File: src/rtl/fp_sq_pkg.sv
// Shared floating-point field layout for the squarer operand and product formats.
package fp_sq_pkg;

  localparam int FP_W   = 24;
  localparam int EXP_W  = 8;
  localparam int MAN_W  = 15;
  localparam int PROD_W = 39;
  localparam int PEXP_W = 9;
  localparam int PMAN_W = 30;

  // Operand field offsets: {sign, exp, mantissa}.
  localparam int SIGN_POS = FP_W - 1;
  localparam int EXP_LSB  = MAN_W;
  localparam int MAN_LSB  = 0;

  // Product field offsets: {exp, mantissa}, no sign.
  localparam int PEXP_LSB = PMAN_W;
  localparam int PMAN_LSB = 0;

  typedef struct packed {
    logic             sign;
    logic [EXP_W-1:0] exp;
    logic [MAN_W-1:0] man;
  } fp_t;

  typedef struct packed {
    logic [PEXP_W-1:0] exp;
    logic [PMAN_W-1:0] man;
  } prod_t;

endpackage

File: src/rtl/rr_arbiter.sv
// Round-robin arbiter: grants the first requester at or after the pointer, combinationally.
// The pointer moves past the granted lane only when the caller reports a completed handshake.
module rr_arbiter #(
  parameter int NREQ = 4,
  parameter int ID_W = $clog2(NREQ)
) (
  input  logic            clk,
  input  logic            reset,
  input  logic [NREQ-1:0] req,
  input  logic            enable,
  input  logic            advance,
  output logic [NREQ-1:0] gnt,
  output logic [ID_W-1:0] gnt_id
);

  localparam logic [ID_W:0]   NREQ_V = (ID_W+1)'(NREQ);
  localparam logic [ID_W-1:0] LAST   = ID_W'(NREQ - 1);

  logic [ID_W-1:0] ptr;
  logic [ID_W:0]   idx;
  logic            found;

  // Scan lanes ptr, ptr+1, ... modulo NREQ; the one-extra-bit sum avoids overflow before the wrap.
  always_comb begin
    gnt    = '0;
    gnt_id = '0;
    found  = 1'b0;
    idx    = '0;
    for (int i = 0; i < NREQ; i++) begin
      idx = {1'b0, ptr} + (ID_W+1)'(i);
      if (idx >= NREQ_V) idx = idx - NREQ_V;
      if (enable && !found && req[idx[ID_W-1:0]]) begin
        found                  = 1'b1;
        gnt[idx[ID_W-1:0]]     = 1'b1;
        gnt_id                 = idx[ID_W-1:0];
      end
    end
  end

  always_ff @(posedge clk) begin
    if (reset) begin
      ptr <= '0;
    end else if (advance) begin
      ptr <= (gnt_id == LAST) ? '0 : gnt_id + ID_W'(1);
    end
  end

endmodule

File: src/rtl/fp_square_arbiter.sv
// Shares one external fp_square among NREQ lanes round-robin; one-cycle registered response, a stalled response blocks all grants.
// Optional per-lane grant statistics are built when FP_SQ_STATS_EN is defined.
module fp_square_arbiter
  import fp_sq_pkg::*;
#(
  parameter int NREQ   = 4,
  parameter int FP_W   = fp_sq_pkg::FP_W,
  parameter int PROD_W = fp_sq_pkg::PROD_W,
  parameter int ID_W   = $clog2(NREQ)
) (
  input  logic                 clk,
  input  logic                 reset,
  input  logic [NREQ-1:0]      req_valid,
  input  logic [NREQ*FP_W-1:0] req_a,
  input  logic [NREQ*FP_W-1:0] req_b,
  output logic [NREQ-1:0]      req_ready,
  output logic [FP_W-1:0]      sq_a,
  output logic [FP_W-1:0]      sq_b,
  input  logic [PROD_W-1:0]    sq_prod,
  output logic                 rsp_valid,
  output logic [PROD_W-1:0]    rsp_prod,
  output logic [ID_W-1:0]      rsp_id,
  input  logic                 rsp_ready
`ifdef FP_SQ_STATS_EN
  ,
  input  logic [ID_W-1:0]      stat_sel,
  input  logic                 stat_clr,
  output logic [15:0]          stat_cnt
`endif
);

  logic            can_load;
  logic            handshake;
  logic [NREQ-1:0] gnt;
  logic [ID_W-1:0] gnt_id;

  assign can_load = !rsp_valid || rsp_ready;

  rr_arbiter #(
    .NREQ (NREQ),
    .ID_W (ID_W)
  ) u_arb (
    .clk     (clk),
    .reset   (reset),
    .req     (req_valid),
    .enable  (can_load && !reset),
    .advance (handshake),
    .gnt     (gnt),
    .gnt_id  (gnt_id)
  );

  assign req_ready = gnt;
  assign handshake = |(req_valid & gnt);

  // Idle squarer inputs are zeroed so the external unit does not toggle on stale lane data.
  always_comb begin
    sq_a = '0;
    sq_b = '0;
    if (handshake) begin
      sq_a = req_a[int'(gnt_id)*FP_W +: FP_W];
      sq_b = req_b[int'(gnt_id)*FP_W +: FP_W];
    end
  end

  always_ff @(posedge clk) begin
    if (reset) begin
      rsp_valid <= 1'b0;
      rsp_prod  <= '0;
      rsp_id    <= '0;
    end else if (can_load) begin
      rsp_valid <= handshake;
      if (handshake) begin
        rsp_prod <= sq_prod;
        rsp_id   <= gnt_id;
      end
    end
  end

`ifdef FP_SQ_STATS_EN
  logic [15:0] grant_cnt [NREQ];

  // Clear wins over a same-cycle increment; counters stick at all-ones.
  always_ff @(posedge clk) begin
    if (reset || stat_clr) begin
      for (int i = 0; i < NREQ; i++) grant_cnt[i] <= '0;
    end else if (handshake && grant_cnt[gnt_id] != 16'hFFFF) begin
      grant_cnt[gnt_id] <= grant_cnt[gnt_id] + 16'd1;
    end
  end

  always_ff @(posedge clk) begin
    if (reset) begin
      stat_cnt <= '0;
    end else if (int'(stat_sel) < NREQ) begin
      stat_cnt <= grant_cnt[stat_sel];
    end else begin
      stat_cnt <= '0;
    end
  end
`endif

endmodule

File: config.mk
export PLATFORM = sky130hd
export DESIGN_NAME = fp_square_arbiter
export DESIGN_NICKNAME = d
export VERILOG_FILES = /design/src/rtl/fp_sq_pkg.sv /design/src/rtl/rr_arbiter.sv /design/src/rtl/fp_square_arbiter.sv
export SDC_FILE = /design/constraint.sdc
export NUM_CORES = 1
export LEC_CHECK = 0
export CORE_AREA = 3 3 126 128
export CTS_BUF_LIST = sky130_fd_sc_hd__clkbuf_4
export DETAILED_ROUTE_END_ITERATION = 8
export DIE_AREA = 0 0 129 131
export GPL_TIMING_DRIVEN = 1
export PLACE_DENSITY = 0.66
export SYNTH_ARGS = -nofsm -noshare
export SYNTH_HDL_FRONTEND = slang
export SYNTH_SLANG_ARGS = --single-unit
File: constraint.sdc
create_clock -name clk -period 3.95 [get_ports clk]
set_input_delay 0.5925 -clock clk [delete_from_list [all_inputs] [get_ports clk]]
set_output_delay 0.5925 -clock clk [all_outputs]
set_load 0.005 [all_outputs]
==> impl_metrics.json <==
{
  "firstDrtPassIters": 4,
  "area_delta_synth_final_pct": 111,
  "antenna_found_initial": 4,
  "syn-num-nets": 628,
  "hold_path_depth": 2,
  "ctsHoldBuffers": 0,
  "via_count": 4820,
  "htree_levels": 2,
  "critPathKind": "reg -> out",
  "hold_slack_ns": 0.478,
  "place_hpwl_um": 15900,
  "seqPwrFrac_pct": 18.0,
  "cp_max_fo": 6,
  "fin_util_pct": 52.4,
  "powerDensity_nw_per_um2": 458,
  "root_buffer": "clkbuf_4",
  "initial_core_util_pct": 24.9,
  "netlist.area_leader.share_pct": 30.8,
  "worstPathArrival_ns": 3.38,
  "ant_nets": 0,
  "ys.warnings.count": 0,
  "hold_end": "rsp_prod[16]$_SDFFE_PP0P_",
  "cts_made_buffers": 5,
  "min_period_ns": 3.97,
  "yosysSeqAreaShare_pct": 23.6,
  "tightest_slew_ns": 0.474,
  "core_um2": 15000,
  "finalWeightedCongestion": 0.846,
  "worst_slack_ns": -0.0212,
  "comb_power_share_pct": 76.1,
  "synth_edf_count": 0,
  "r2r_start": "u_arb.ptr[0]$_SDFFE_PP0P_",
  "ff2ff_setup_slack_ns": 0.87,
  "grt_usage_pct": 21.2,
  "grt_pass1_vias": 4833,
  "drv_cap": 0,
  "rr_worst_depth": 11,
  "swShare_pct": 36.5,
  "finalInstanceArea_um2": 7850,
  "nets": 997,
  "fp.dieArea_um2": 16900,
  "hold_path.class": "reg -> reg",
  "yosysMostFrequentCell": "nor2b_1",
  "io_pins": 332,
  "grt_overflow": 0,
  "grt_pass1_wl_um": 27600,
  "grt_max_degree": 45,
  "cp-end-kind": "primary output",
  "synthCells": 381,
  "drc": 0,
  "syn_area_per_cell_um2": 9.78,
  "drt-vias-per-instance": 5.13,
  "finalMaxSlewViolations": 0,
  "p_switching_mw": 1.31,
  "power_mw": 3.60,
  "power_leakage_nw": 3.05,
  "placementRows": 45,
  "failed_checks": "negative setup slack",
  "clkPwrFrac_pct": 5.8,
  "clockBufferDepth": 2,
  "routedWlPerCell_um": 20.8,
  "placed_area_um2": 7480,
  "clk_pin_slew_ns": 0.13,
  "fmax_ghz": 0.252,
  "ir_drop_v": 0.000211,
  "maxSlewHeadroom_pct": 68.4,
  "min_from": "rsp_prod[16]$_SDFFE_PP0P_",
  "min_period_over_period_pct": 101,
  "r2r_end": "u_arb.ptr[0]$_SDFFE_PP0P_",
  "dpl.cell_count": 902,
  "drive_gt1_share_pct": 26.9,
  "synth.top_cells.by_count": "nor2b_1 (53), mux4_2 (51), o21ai_0 (46), dfxtp_1 (44), a21oi_1 (43)",
  "synthTopCellsByArea": "mux4_2 (31%), dfxtp_1 (24%), nor2b_1 (8.9%), o21ai_0 (6.2%), a21oi_1 (5.8%)",
  "clock_skew_ns": 0.0201,
  "synth_top_flop_cell": "dfxtp_1",
  "chipWidth_um": 129,
  "cts.sinks": 44,
  "die_h_um": 131,
  "drtIter0Drc": 262,
  "cp-start-kind": "register",
  "yosys_register_bits": 44,
  "synth_area_um2": 3720,
  "async_flop_share_pct": 0,
  "yosysTopAreaCell": "mux4_2",
  "grt_setup_unrepaired": "yes",
  "cts_tree": "built",
  "finalSetupViolCount": 5,
  "io_buffers": 331,
  "status": "finished with violations",
  "synth.distinct_cells": 38,
  "finalHoldViolations": 0,
  "final_cells": 940,
  "required_ns": 3.36,
  "routed_wl_um": 19500,
  "internal_power_mw": 2.28,
  "clk_latency_ns": 0.35
}
[final cells by class]
class | count | area (um2)
Tap cell | 188 | 235
Clock inverter | 3 | 13.8
Sequential cell | 44 | 883
Clock buffer | 5 | 37.5
Antenna cell | 1 | 2.50
Multi-Input combinational cell | 290 | 2770
Inverter | 4 | 15.0
Fill cell | 1351 | 7130
Timing Repair Buffer | 405 | 3890
[layer usage]
metal / vias up / GRT usage (%) / routed length, um
li1: 2197 / - / -
met1: 2348 / 24.0 / 7290
met2: 229 / 39.2 / 10200
met3: 40 / 6.06 / 1440
met4: 6 / 5.37 / 548
met5: - / 0 / 48
[stage by stage]
| step | TNS, ns | setup WS [ns] |
|---|---|---|
| 5_1_grt | -3.28 | -0.144 |
| 2_1_floorplan | 0 | 0.347 |
| 3_3_place_gp | -15.78 | -0.383 |
| 3_5_place_dp | -16.89 | -0.411 |
| 4_1_cts | -0.130 | -0.130 |
| 6_report | -0.0577 | -0.0212 |
[how the worst max path moves through the flow]
stage	cells past startpoint	from	slack (ns)	end
3_3_place_gp	9	req_valid[0]	-0.38	sq_a[15]
4_1_cts	11	u_arb.ptr[0]$_SDFFE_PP0P_	-0.13	sq_b[23]
2_1_floorplan	12	u_arb.ptr[0]$_SDFFE_PP0P_	0.35	sq_a[0]
5_1_grt	13	u_arb.ptr[1]$_SDFFE_PP0P_	-0.14	sq_a[16]
6_report	11	u_arb.ptr[0]$_SDFFE_PP0P_	-0.02	sq_b[2]
3_5_place_dp	9	req_valid[0]	-0.41	sq_a[15]
[power by group through the flow]
stage | logic, mW | registers (mW) | clock network [mW]
after detailed placement | 2.46 | 0.658 | 0
after global routing | 2.93 | 0.663 | 0.238
final | 2.74 | 0.649 | 0.210
after CTS | 2.51 | 0.648 | 0.219
after floorplan | 1.16 | 0.670 | 0
after global placement | 2.41 | 0.648 | 0
[placed cells by master, fill, tap and decap left out, types with 3 or more instances in the layout]
master and instances:
a21oi_1 42, a22oi_1 3, a22oi_2 3, buf_12 9
buf_2 5, buf_4 52, buf_6 10, buf_8 4
clkbuf_2 31, clkbuf_4 5, clkdlybuf4s50_1 279, dfxtp_1 42
dlygate4sd2_1 12, ha_1 8, mux2i_1 5, mux4_2 51
nand2_1 5, nand3_1 39, nor2b_1 40, nor2b_4 13
o21ai_0 46, o22ai_1 3
[repair_timing]
action | in CTS | in global routing
pin swaps | 3 | 6
buffers inserted | 8 | 21
cloned | 2 | 0
setup endpoints to repair | 48 | 48
gates resized for setup | 87 | 110
[sequential cells by signal, indices dropped and copies added (netlist names)]
name,cells
rsp_valid,1
rsp_prod,39
rsp_id,2
u_arb.ptr,2
[cells by family after synthesis]
| family | after synthesis | share of synthesized area (%) |
|---|---|---|
| mux | 57 | 32.5 |
| compound gates | 109 | 16.1 |
| flops | 44 | 23.6 |
| simple gates | 115 | 18.0 |
| fa+ha+maj | 9 | 3.02 |
| buf+inv | 47 | 6.72 |
[worst max-delay path, cell delays in order (launching register included)]
cell           delay [ns]
dfxtp_2              0.36
inv_2                0.05
ha_4                 0.30
mux4_2               0.51
nor2b_4              0.15
nor4_4               0.26
a211o_4              0.14
buf_4                0.11
bufbuf_16            0.25
mux4_2               0.50
nor2b_4              0.14
dlygate4sd2_1        0.25
(Power assumes the default switching activity.)
